==> config.mk <==
export PLATFORM = sky130hd
export DESIGN_NAME = cond_unit
export DESIGN_NICKNAME = d
export VERILOG_FILES = /design/src/rtl/cond_unit.sv
export SDC_FILE = /design/constraint.sdc
export NUM_CORES = 1
export LEC_CHECK = 0
export ABC_AREA = 1
export BUFFER_PORTS_ARGS = -buffer_cell sky130_fd_sc_hd__buf_2
export CAP_MARGIN = 20
export CELL_PAD_IN_SITES_DETAIL_PLACEMENT = 1
export CELL_PAD_IN_SITES_GLOBAL_PLACEMENT = 1
export CORE_MARGIN = 3
export CORE_UTILIZATION = 32
export CTS_CLUSTER_SIZE = 16
export DETAILED_ROUTE_END_ITERATION = 6
export PLACE_DENSITY_LB_ADDON = 0.1
export RECOVER_POWER = 50
export REMOVE_ABC_BUFFERS = 1
export SYNTH_ARGS = -nofsm -noshare
export SYNTH_HDL_FRONTEND = slang
export SYNTH_SLANG_ARGS = --single-unit
==> constraint.sdc <==
create_clock -name clk -period 2.1 [get_ports clk]
set_clock_uncertainty 0.1 [all_clocks]
set_input_delay 0.42 -clock clk [delete_from_list [all_inputs] [get_ports clk]]
set_output_delay 0.42 -clock clk [all_outputs]
set_load 0.01 [all_outputs]
==> src/rtl/cond_unit.sv <==
// Execute-stage conditional-execution unit: NZCV flag register, condition evaluation,
// strobe gating and a predicated-block mode with a shared latched condition.
module cond_unit #(
  parameter int unsigned MAX_BLK = 4,
  localparam int unsigned LEN_W = $clog2(MAX_BLK + 1)
) (
  input  logic             clk,
  input  logic             reset,
  input  logic             en,
  input  logic [3:0]       cond,
  input  logic [3:0]       alu_flags,
  input  logic [1:0]       flag_w,
  input  logic             pcs,
  input  logic             reg_w,
  input  logic             mem_w,
  input  logic             blk_start,
  input  logic [LEN_W-1:0] blk_len,
  input  logic [3:0]       blk_cond,
  output logic             pc_src,
  output logic             reg_write,
  output logic             mem_write,
  output logic             cond_ex,
  output logic [3:0]       flags,
  output logic             blk_active,
  output logic [LEN_W-1:0] blk_remaining
);

  typedef enum logic [0:0] {StIdle, StBlock} state_e;

  state_e           state_q;
  logic [3:0]       flags_q;
  logic [3:0]       bcond_q;
  logic [LEN_W-1:0] cnt_q;

  logic             own_ok;
  logic             blk_ok;
  logic [LEN_W-1:0] len_clamp;

  function automatic logic eval_cond(input logic [3:0] c, input logic [3:0] f);
    logic n, z, cy, v;
    logic res;
    {n, z, cy, v} = f;
    unique case (c)
      4'd0:    res = z;
      4'd1:    res = ~z;
      4'd2:    res = cy;
      4'd3:    res = ~cy;
      4'd4:    res = n;
      4'd5:    res = ~n;
      4'd6:    res = v;
      4'd7:    res = ~v;
      4'd8:    res = cy & ~z;
      4'd9:    res = ~cy | z;
      4'd10:   res = (n == v);
      4'd11:   res = (n != v);
      4'd12:   res = ~z & (n == v);
      4'd13:   res = z | (n != v);
      default: res = 1'b1;
    endcase
    return res;
  endfunction

  // Predicates always look at the registered flags, never at this cycle's ALU result.
  assign own_ok  = eval_cond(cond, flags_q);
  assign blk_ok  = eval_cond(bcond_q, flags_q);
  assign cond_ex = own_ok & ((state_q != StBlock) | blk_ok);

  assign pc_src    = en & pcs & cond_ex;
  assign reg_write = en & reg_w & cond_ex;
  assign mem_write = en & mem_w & cond_ex;

  assign len_clamp = (blk_len > LEN_W'(MAX_BLK)) ? LEN_W'(MAX_BLK) : blk_len;

  always_ff @(posedge clk) begin
    if (!reset) begin
      state_q <= StIdle;
      flags_q <= '0;
      bcond_q <= '0;
      cnt_q   <= '0;
    end else if (en) begin
      if (cond_ex) begin
        if (flag_w[1]) flags_q[3:2] <= alu_flags[3:2];
        if (flag_w[0]) flags_q[1:0] <= alu_flags[1:0];
      end
      case (state_q)
        StIdle: begin
          if (blk_start && cond_ex && (blk_len != '0)) begin
            state_q <= StBlock;
            cnt_q   <= len_clamp;
            bcond_q <= blk_cond;
          end
        end
        StBlock: begin
          // blk_start is ignored here: blocks do not nest or reload.
          if (pc_src || (cnt_q == LEN_W'(1))) begin
            state_q <= StIdle;
            cnt_q   <= '0;
          end else begin
            cnt_q <= cnt_q - LEN_W'(1);
          end
        end
        default: begin
          state_q <= StIdle;
          cnt_q   <= '0;
        end
      endcase
    end
  end

  assign flags         = flags_q;
  assign blk_active    = (state_q == StBlock);
  assign blk_remaining = cnt_q;

endmodule

=== After elaboration in Yosys (flattened, before gate mapping) ===
Index checks and enable logic that the tools add are counted.

* Memories: 0
* Memory bits (read-only): 0
* Flip-flop bits (word level): 12
* Latch bits: 0
* Output and inout port bits: 12
* Input bits: 24
* Memory bits (writable): 0

* Reductions and logical operators: 10
* Bitwise operators: 17
* Add/sub/neg operators: 1
* Shift operators: 0
* Order comparisons: 1
* Muxes and demuxes: 9
* Eq/ne operators: 30
* Div/mod/pow operators: 0
* Multiply operators: 0

{| class="wikitable"
|+ Operators by type and width
! kind !! number
|-
| == test 4 bit (second input constant) || 12
|-
| == test 4 x 3 -> 1 bit (second input constant) || 8
|-
| case mux 1 bit (14 select lines) || 2
|-
| == test 4 x 2 -> 1 bit (second input constant) || 4
|-
| bitwise AND 1 bit || 9
|-
| 2-to-1 mux 3 bit || 3
|-
| AND reduction 3 bit || 3
|-
| == test 4 x 1 -> 1 bit (second input constant) || 2
|-
| zero test 4 bit || 2
|-
| case mux 3 bit (2 select lines) || 1
|-
| NOT 1 bit || 5
|-
| == test 3 x 1 -> 1 bit (second input constant) || 1
|-
| > comparator 3 bit (second input constant) || 1
|-
| bitwise OR 1 bit || 3
|-
| nonzero test 3 bit || 1
|-
| subtractor 3 x 1 -> 3 bit (second input constant) || 1
|-
| logical AND 1 bit || 2
|-
| 2-to-1 mux 1 bit || 2
|-
| inequality test 2 x 1 -> 1 bit (second input constant) || 1
|-
| case mux 1 bit (2 select lines) || 1
|-
| AND reduction 2 bit || 1
|-
| == test 1 bit || 1
|-
| logical OR 1 bit || 1
|-
| inequality test 1 bit || 1
|}

=== Logic depth before layout (Yosys ltp) ===
Gate-level depths: netlist of the first run.

* Word-level depth: 9
* Gate-level depth with buffers: 14
* Depth with buffers taken out: 14

=== Worst setup path before layout of the first run ===
OpenSTA, ideal clock, no wires.

* Kind: register to output
* From: register flags_q[0] (netlist: flags[0])
* To: output pc_src
* Path slack: 0.304 ns
* Buffers on the path: 0
* Arrival time: 1.276 ns
* Cell stages (with the launch flop): 11
* Cell sequence: dfxtp_1 > inv_1 > nand2_1 > nand2_2 > nor2_2 > nand2_1 > nand3_2 > nand2_2 > nand2_4 > nand4_1 > inv_1

* Cells in the longest elaborated chain, start to end: 6

{| class="wikitable"
|+ RTL lines
! item !! RTL line !! text
|-
| from (decl) || 31 || <nowiki>logic [3:0] flags_q;</nowiki>
|-
| from (signal assigned) || 83 || <nowiki>if (flag_w[0]) flags_q[1:0] <= alu_flags[1:0];</nowiki>
|-
| inequality test 1 bit / == test 1 bit (equally long branches) || n/a ||
|-
| bitwise OR 1 bit / bitwise AND 1 bit (equally long branches) || 57, 56 ||
|-
| case mux 1 bit (14 select lines) || 43 || <nowiki>unique case (c)</nowiki>
|-
| bitwise OR 1 bit || 66 || <nowiki>assign cond_ex = own_ok & ((state_q != StBlock) | blk_ok);</nowiki>
|-
| bitwise AND 1 bit * || 66 ||
|-
| bitwise AND 1 bit * || 68 || <nowiki>assign pc_src = en & pcs & cond_ex;</nowiki>
|-
| to (decl) || 19 || <nowiki>output logic pc_src,</nowiki>
|}

Every way passes the cells marked *; elsewhere a longest branch is shown, timed or not.

=== Final worst setup path of the first run ===
* From: register flags_q[0] (netlist: flags[0])
* To: output mem_write

* Cells in the longest elaborated chain, start to end: 6

{| class="wikitable"
|+ RTL lines
! item !! RTL line !! text
|-
| inequality test 1 bit / == test 1 bit (equally long branches) || n/a ||
|-
| bitwise OR 1 bit / bitwise AND 1 bit (equally long branches) || 57, 56 ||
|-
| case mux 1 bit (14 select lines) || 43 ||
|-
| bitwise OR 1 bit || 66 ||
|-
| bitwise AND 1 bit * || 66 ||
|-
| bitwise AND 1 bit * || 70 || <nowiki>assign mem_write = en & mem_w & cond_ex;</nowiki>
|-
| to (decl) || 21 || <nowiki>output logic mem_write,</nowiki>
|}

Marked as above.

==> results of run 1 <==
-- routing by layer --
| metal | GRT usage, % | wire length, um | vias to the layer above |
|---|---|---|---|
| met1 | 21.4 | 1580 | 627 |
| met2 | 37.2 | 1890 | 31 |
| met5 | 0 | 0 | - |
| li1 | - | - | 679 |
| met4 | 2.96 | 67 | 0 |
| met3 | 1.96 | 131 | 6 |
-- cell usage after synthesis (all sizes together) --
cell type,count,area [um^2]
nand2,66,260
nor2,39,168
inv,25,93.8
nand3,23,160
dfxtp,12,240
a21oi,7,35.0
o21ai,7,35.0
ha,2,25.0
nand4,2,12.5
buf,1,11.3
o211ai,1,7.51
o31ai,1,7.51
xnor2,1,8.76
-- per-stage QoR --
stage	cells	cell area (um^2)	worst slack, ps	power (W)
after floorplan	186	1050	304	0.000451
after global placement	268	1310	162	0.000543
after detailed placement	268	1310	109	0.000556
after CTS	275	1430	1.17	0.000766
after global routing	275	1540	-107	0.000851
final	275	1540	-12.7	0.000787
-- registers in the layout (all words and copies together), names as in the netlist --
name	cells
blk_remaining	3
bcond_q	4
blk_active	1
flags	4
-- final timing paths --
| kind | startpoint | endpoint | slack [ps] | cells past startpoint |
|---|---|---|---|---|
| max | flags[0] | mem_write | -10 | 11 |
| min | blk_cond[1] | bcond_q[1] | 280 | 3 |
| min reg2reg | bcond_q[3] | bcond_q[3] | 470 | 4 |
| max reg2reg | flags[0] | bcond_q[2] | 150 | 15 |
-- timing repair --
action / in CTS / in global routing
setup endpoints to repair: 4 / 4
gates resized for setup: 27 / 37
pin swaps: 12 / 17
endpoints found under the hold margin: 0 / 0
hold buffers: 0 / 0
setup buffers: 3 / 0
-- kinds of logic after synthesis --
group / Yosys count / share of synthesized area [%]
fa+ha+maj: 2 / 2.35
xor+xnor: 1 / 0.823
compound gates: 16 / 7.99
buf+inv: 26 / 9.87
simple gates: 130 / 56.4
flops: 12 / 22.6
-- worst min-delay path: cells and delay by family --
family	cells	cell delay (ps)
simple gates	2	110
buf+inv	1	80
-- power breakdown --
group / switching [W] / internal, W
combinational: 0.000207 / 0.000131
sequential: 0.0000255 / 0.000246
clock: 0.0000730 / 0.000105
-- final cells by class --
type	instances	share of cell area, %
tap	44	3.58
sequential	12	17.2
multi-input combinational	149	55.5
clock buffer	4	2.36
inverter	25	6.42
timing repair buffer	41	14.9
==> results by stage, run 1 <==
Route:
- The remaining antenna violation count after routing is 0.
- The first routing iteration left 32 violations.
- The routed layout has 1,343 vias.
- For this run, the detailed router's first-pass iteration total came to 4.
- The routed design has 3670 um of wire.
- After detailed routing, the number of vias per cell comes to 4.88.
- The DRC violations left is 0.
- The detailed-route wire length per cell is 13.3 um.

Clocking:
- The CTS H-tree depth is 1.
- The maximum buffer depth of the clock tree is 2.
- The tree is rooted in a sky130_fd_sc_hd__clkbuf_4.
- The clock tree from TritonCTS is done.
- The clock-pin slew of the registers on the worst-case setup and hold paths is 80 ps.
- The number of buffers created by CTS is 3.
- The source-to-sink clock delay at the later pin of the worst-skew pair is around 260 ps.
- The clock sink count is 12.

Final layout:
- Leaving out fill and tap cells, the most frequent cell in the layout is sky130_fd_sc_hd__nand2_1.
- Cells fill approximately half of the core in the end.
- The post-route netlist has 42.4% of its cells at a drive strength greater than 1.
- The register area is ~270 um^2.
- 0 antenna diodes ended up in the layout.
- The relative area change from synthesis to final layout is 44.5%.
- In the final design database the tool counted 258 nets.
- The library cells used most frequently in the layout, excluding fill and tap cells, are sky130_fd_sc_hd__nand2_1 (45), sky130_fd_sc_hd__buf_2 (30), sky130_fd_sc_hd__nor2_1 (28).
- After filler insertion, the fill cell instance count of the layout stands at 471.
- In the final layout, the multi-input gates occupy ~850 um^2.

Status:
- The flow ran to the end, but the final reports show violations.
- The final reports fail on negative setup slack.

STA:
- The post-route fraction of the period consumed by the critical path is 101%.
- On the final layout, the worst hold slack is 277 ps.
- Measured against its own limit, the worst slew margin works out to 77.7%.
- At the pin with the least slew margin, the transition time is 332 ps.
- Setup repair after global routing could not meet its margin everywhere.
- The top achievable clock speed is roughly 470 MHz.
- The final setup TNS is -12.7 ps.
- The final hold violation count came to 0.
- The number of pins with negative max-slew slack in the final report is 0.
- The final setup violation count is 1.
- The time the final worst path needs with I/O delays and setup is ~2100 ps.
- The final worst setup slack is -12.7 ps.

Critical path:
- STA puts the critical path data arrival time at 1590 ps.
- Walking the worst path, the cells encountered are inv_2, nand2_1, nand2_2, nor2_4, nand2_1, nand3_2, nand2_2, nand2_4, nand3_4, nor2_2, buf_2.
- The maximum fanout encountered on the critical timing path is 4.
- The worst setup path is of the reg2out kind.
- The family of cells with the greatest summed delay on the critical path is simple AND/OR/NAND/NOR gates.
- The largest incremental delay on the critical path is 360 ps.
- The worst setup path is launched from a flop.
- STA classifies the critical path endpoint as an output pin.
- The number of buffers and inverters on the critical path is 2.
- For this design, the slowest cell found on the critical path is sky130_fd_sc_hd__dfxtp_2.
- Data on the critical path is required at its endpoint by 1580 ps.

Pwr:
- The leakage power of the design is 0.810 nW.
- IR analysis of the VDD net gives a maximum drop of ~410 uV.
- In this run the power density over the cells is approximately 510 nW/um^2.

Yosys:
- Sequential cells were found to cover 22.6% of the synthesized design area.
- The synthesized netlist contains 21 unique library cells.
- The total number of yosys warnings is 0.
- The number of register bits inferred by synthesis is 12.
- Counting every instance in the synthesized netlist gives approximately 190.
- The cell area after synthesis is 1060 um^2.
- Averaged over all synthesized cells, the footprint is 5.69 um^2.

Worst hold path:
- The class of the tightest hold or removal check is in2reg.

Global route:
- The number of global-route vias before repair is 1,408.
- The overall global routing resource usage is 18.7%.
- The total global routing overflow is 0.
- The number of antenna violations at the first check in global routing is 0.
- The largest net degree at the start of global routing is 13.
- The first global-routing pass estimated 6290 um of wire.

Floorplan:
- The number of cell rows is 20.
- The area of the die is 4060 um^2.
- After floorplanning, the core was sized to cover about 3100 um^2.
- Measured along the x axis, the die boundary spans ~64 um.
- The number of ports placed on the die boundary is 36.
- Once the floorplan was initialized, standard cells occupied 34.3% of the core.
- The overall die height is 63.7 um.

Run:
- Across the run, the number of max-cap violations was 0.

Placed design:
- Input and output buffers added on the ports amount to 35.
- The placer's final routability congestion estimate is 0.875.
- Detailed placement finished with a half-perimeter wire length of ~2900 um.
(Power assumes the default switching activity.)
==> run 2, diff against run 1 <==
--- a/config.mk
+++ b/config.mk
@@ -5,13 +5,12 @@
 export SDC_FILE = /design/constraint.sdc
 export NUM_CORES = 1
 export LEC_CHECK = 0
-export ABC_AREA = 1
 export BUFFER_PORTS_ARGS = -buffer_cell sky130_fd_sc_hd__buf_2
 export CAP_MARGIN = 20
 export CELL_PAD_IN_SITES_DETAIL_PLACEMENT = 1
 export CELL_PAD_IN_SITES_GLOBAL_PLACEMENT = 1
 export CORE_MARGIN = 3
-export CORE_UTILIZATION = 32
+export CORE_UTILIZATION = 35
 export CTS_CLUSTER_SIZE = 16
 export DETAILED_ROUTE_END_ITERATION = 6
 export PLACE_DENSITY_LB_ADDON = 0.1
==> run 2 against run 1 <==
Net effect:
- the flow still finishes with violations (negative setup slack)
- power fell by 4.6%
- hold slack worse by 18 ps
- synthesized cell count decreased by 39%
- clock power is 9.6% higher
- area after synthesis shrank 7.6%
- register-to-register slack got worse by 500 ps
- die area shrank 14%
- first-iteration DRC count rose by 41%
- final cell count decreased by 24%
- via count shrank 16%
- largest power group unchanged
- cell area up 4.6%
==> results by stage, run 2 <==
Yosys:
- Yosys attributes the largest share of cell area to sky130_fd_sc_hd__dfxtp_1 (24%), sky130_fd_sc_hd__mux2i_1 (11%), sky130_fd_sc_hd__nand2_1 (6.1%).
- The total number of yosys warnings is 0 (unchanged).
- Among all cell types in the netlist, the one instantiated most often is sky130_fd_sc_hd__nand2_1.
- The cell accounting for the most synthesized area is sky130_fd_sc_hd__dfxtp_1.
- The synthesized instance count was 114 (-39%).
- By count the netlist is led by sky130_fd_sc_hd__nand2_1 (16), sky130_fd_sc_hd__dfxtp_1 (12), sky130_fd_sc_hd__mux2i_1 (11), sky130_fd_sc_hd__inv_1 (7), sky130_fd_sc_hd__o21ai_0 (6).
- The most used flip-flop cell after synthesis is sky130_fd_sc_hd__dfxtp_1.
- The area share of the leading cell type in the synthesized netlist was 24.4% (+1.9 points).
- The share of synthesized area spent on multiplexers is 13.9% (+14 points).
- The number of register bits inferred by synthesis is 12 (unchanged).
- The number of synthesized flops with an enable pin is 0 (unchanged).
- The count of distinct cell types in the synthesized netlist is 37 (+76%).
- The sequential fraction of the synthesis area is 24.4% (+1.9 points).
- The share of synthesized cell area in full adder, half adder and majority cells is 2.54% (+0.19 points).
- The share of flip-flops with an asynchronous set or reset is 0% (unchanged).
- The main combinational cell family by area after synthesis is simple AND/OR/NAND/NOR gates.
- The xor/xnor share of the synthesized area is 6.23% (+5.4 points).
- The cell area after synthesis came to 983 um^2 (-7.6%).
- The simple-gate area share of the yosys netlist is 25.1% (-31 points).
- The mean cell area of the mapped netlist is 8.63 um^2 (+52%).
- The post-synthesis compound-gate area fraction was 23.7% (+16 points).

Clocking:
- The source-to-sink clock delay at the later pin of the worst-skew pair is 280 ps (+20 ps).
- The maximum buffer depth of the clock tree was 2 (unchanged).
- The clock-pin slew of the registers on the worst-case setup and hold paths came to 80 ps (about the same).
- The number of buffers created by CTS was 3 (unchanged).
- The CTS H-tree depth is 1 (unchanged).
- The hold buffer count at CTS is 0 (unchanged).
- The clock sink count was 12 (unchanged).
- Clock tree synthesis selected as its root buffer the cell sky130_fd_sc_hd__clkbuf_4.
- The clock tree from TritonCTS is done.

STA:
- The number of pins with negative max-slew slack in the final report is 0 (unchanged).
- The worst hold slack across all endpoints is 259 ps (-17.9 ps).
- The top achievable clock speed was 371 MHz (-22%).
- The final setup violation count is 16 (+15).
- The final worst setup slack is -593 ps (-580 ps).
- The post-route fraction of the period consumed by the critical path is 128% (+28 points).
- The time the final worst path needs with I/O delays and setup was 2690 ps (+580 ps).
- The final hold violation count is 0 (unchanged).
- The slew at the pin closest to its max-slew limit is 566 ps (+234 ps).
- The max-slew headroom at the worst pin was 61.9% (-16 points).
- Setup repair after global routing could not meet its margin everywhere.

Critical path:
- The library cell appearing most often on the critical path is sky130_fd_sc_hd__buf_6.
- The type of element capturing the critical path is an output pin.
- The largest incremental delay on the critical path was 370 ps (about the same).
- The worst path required time is 1580 ps (about the same).
- The kind of start point of the critical path is a flop.
- The data arrival time of the critical path is 2170 ps (+580 ps).
- The signal on the critical path passes through buf_6, xnor2_4, buf_6, mux2i_4, xnor2_1, nand3b_1, a211oi_4, and2_1, buf_2.
- The worst flop-to-flop path startpoint is flags[0].
- The master of the slowest instance on the critical path is sky130_fd_sc_hd__dfxtp_4.
- In this design, the largest share of critical-path delay is due to buffers and inverters.
- Tracing the worst setup path back leads to its startpoint at flags[0].
- The category of the most critical setup path is reg2out.
- The count of buffering cells on the critical path with inverters included came to 3 (+1).
- The maximum fanout encountered on the critical timing path was 3 (-1).

Floorplan:
- The overall die height is 59.0 um (-7.3%).
- The number of cell rows was 18 (-10%).
- The core outline area was 2570 um^2 (-17%).
- The number of ports placed on the die boundary is 36 (unchanged).
- The starting density of the core is 38.3% (+4.0 points).
- The area of the die is 3480 um^2 (-14%).
- The die span in x is 59.0 um (-7.3%).

Global route:
- The total global routing overflow is 0 (unchanged).
- The number of global-route vias before repair is 1,190 (-15%).
- The global-route wire length before repair came to 5840 um (-7.0%).
- The number of antenna violations at the first check in global routing was 0 (unchanged).
- The overall global routing resource usage is 22.9% (+4.1 points).
- The largest net degree at the start of global routing is 18 (+5).

Status:
- The run finished, with violations left.
- The checks that failed: negative setup slack.

Route:
- The detailed-route wire length per cell is 18.2 um (+36%).
- The post-detailed-route via-to-cell ratio is 5.40 (+10%).
- The first-pass detailed-route iteration total is 4 (unchanged).
- The detailed-route wire length is 3820 um (+4.2%).
- The count of routing violations after the opening detailed-route iteration is 45 (+41%).
- The DRC violations left is 0 (unchanged).
- The remaining antenna violation count after routing is 0 (unchanged).
- The overall via count from detail_route was 1,133 (-16%).

Worst hold path:
- The tightest min-delay check is of the in2reg type.
- The critical hold path startpoint is alu_flags[3].

Placed design:
- The estimated wirelength of the detail-placed design is 2540 um (-12%).
- The number of placed instances, taps included was 201 (-25%).
- The placer's final routability congestion estimate was 0.820 (-6.3%).
- The count of input and output buffers was 35 (unchanged).

Final layout:
- In the layout the commonest cells are sky130_fd_sc_hd__buf_2 (33), sky130_fd_sc_hd__buf_4 (25), sky130_fd_sc_hd__nand2_1 (14).
- The count of fill cells added during filler insertion is 298 (-37%).
- The share of layout cells above drive strength 1 came to 52.2% (+9.8 points).
- The commonest non-fill, non-tap cell in the layout is sky130_fd_sc_hd__buf_2.
- The relative area change from synthesis to final layout is 63.7%.
- The number of nets in the finished design was 207 (-20%).
- The antenna diode instance count is 0 (unchanged).
- The number of non-filler instances in the completed layout is 210 (-24%).

Pwr:
- The switching power share of the total came to 34.2% (-4.6 points).
- The switching power total is 0.000257 W (-16%).
- The total internal power is 0.000495 W (+2.6%).
- The combinational share of power is 40.4% (-2.5 points).
- The leakage power of the design is 0.729 nW (-10%).
- The share of total power in sequential cells was 33.7% (-0.8 points).
- The worst supply voltage drop on vdd is 364 uV (-12%).
- The relative contribution of the clock network to total power is 25.9% (+3.3 points).
- The power per standard cell area is 467 nW/um^2 (-8.8%).

Run:
- The number of max-capacitance violations reported is 0 (unchanged).
-- run 2: path summary, 6_finish.rpt --
path	endpoint	slack (ps)	depth (start not counted)
setup / recovery	mem_write	-590	9
hold reg to reg	flags[1]	430	2
hold / removal	flags[3]	260	3
setup reg to reg	blk_remaining[1]	-350	11
-- run 2: metal layers --
metal  track usage, %  vias to the layer above  wire, um
met4             10.4                        0        77
met1             27.4                      555      1640
met2             39.4                       32      1920
met5                0                        -         0
li1                 -                      538         -
met3             4.14                        8       187
-- run 2: metrics by stage --
step	power, W	area [um^2]	TNS (ps)	util (%)	worst slack [ps]
2_1_floorplan	0.000387	968	-2090	-	-334
3_3_place_gp	0.000496	1390	-5040	54.1	-434
3_5_place_dp	0.000508	1390	-5990	54.1	-494
4_1_cts	0.000737	1530	-3560	59.5	-569
5_1_grt	0.000798	1610	-5280	62.7	-694
6_report	0.000751	1610	-3870	62.7	-593
-- run 2: worst min-delay path, cell delays in order --
cell and delay (ps):
sky130_fd_sc_hd__buf_2 90, sky130_fd_sc_hd__nand2_1 40, sky130_fd_sc_hd__mux2i_1 50
-- run 2: layout make-up --
cell class | count | area [um^2] | share of cell area, %
flip-flops and latches | 12 | 254 | 15.8
well taps | 30 | 37.5 | 2.33
repair buffers | 66 | 437 | 27.1
multi-input cells | 91 | 820 | 50.9
clock buffers | 4 | 36.3 | 2.25
inverters | 7 | 26.3 | 1.63
-- run 2: cell families after synthesis --
family,count (synthesis)
AOI/OAI and AO/OA,26
xor gates and xnor gates,7
buffers and inverters,11
and+or+nand+nor,44
muxes,12
DFF,12
adders and majority gates,2
-- run 2: power by group through the flow --
stage          clock network (W)  logic, W  registers [W]
2_1_floorplan                  0  0.000120       0.000267
3_3_place_gp                   0  0.000239       0.000257
3_5_place_dp                   0  0.000250       0.000258
4_1_cts                 0.000206  0.000276       0.000255
5_1_grt                 0.000217  0.000325       0.000256
6_report                0.000195  0.000303       0.000253
-- run 2: repair_timing --
action | CTS | global route
gates resized for setup | 19 | 17
buffers inserted | 3 | 2
pin swaps | 8 | 7
endpoints found under the setup margin | 16 | 16
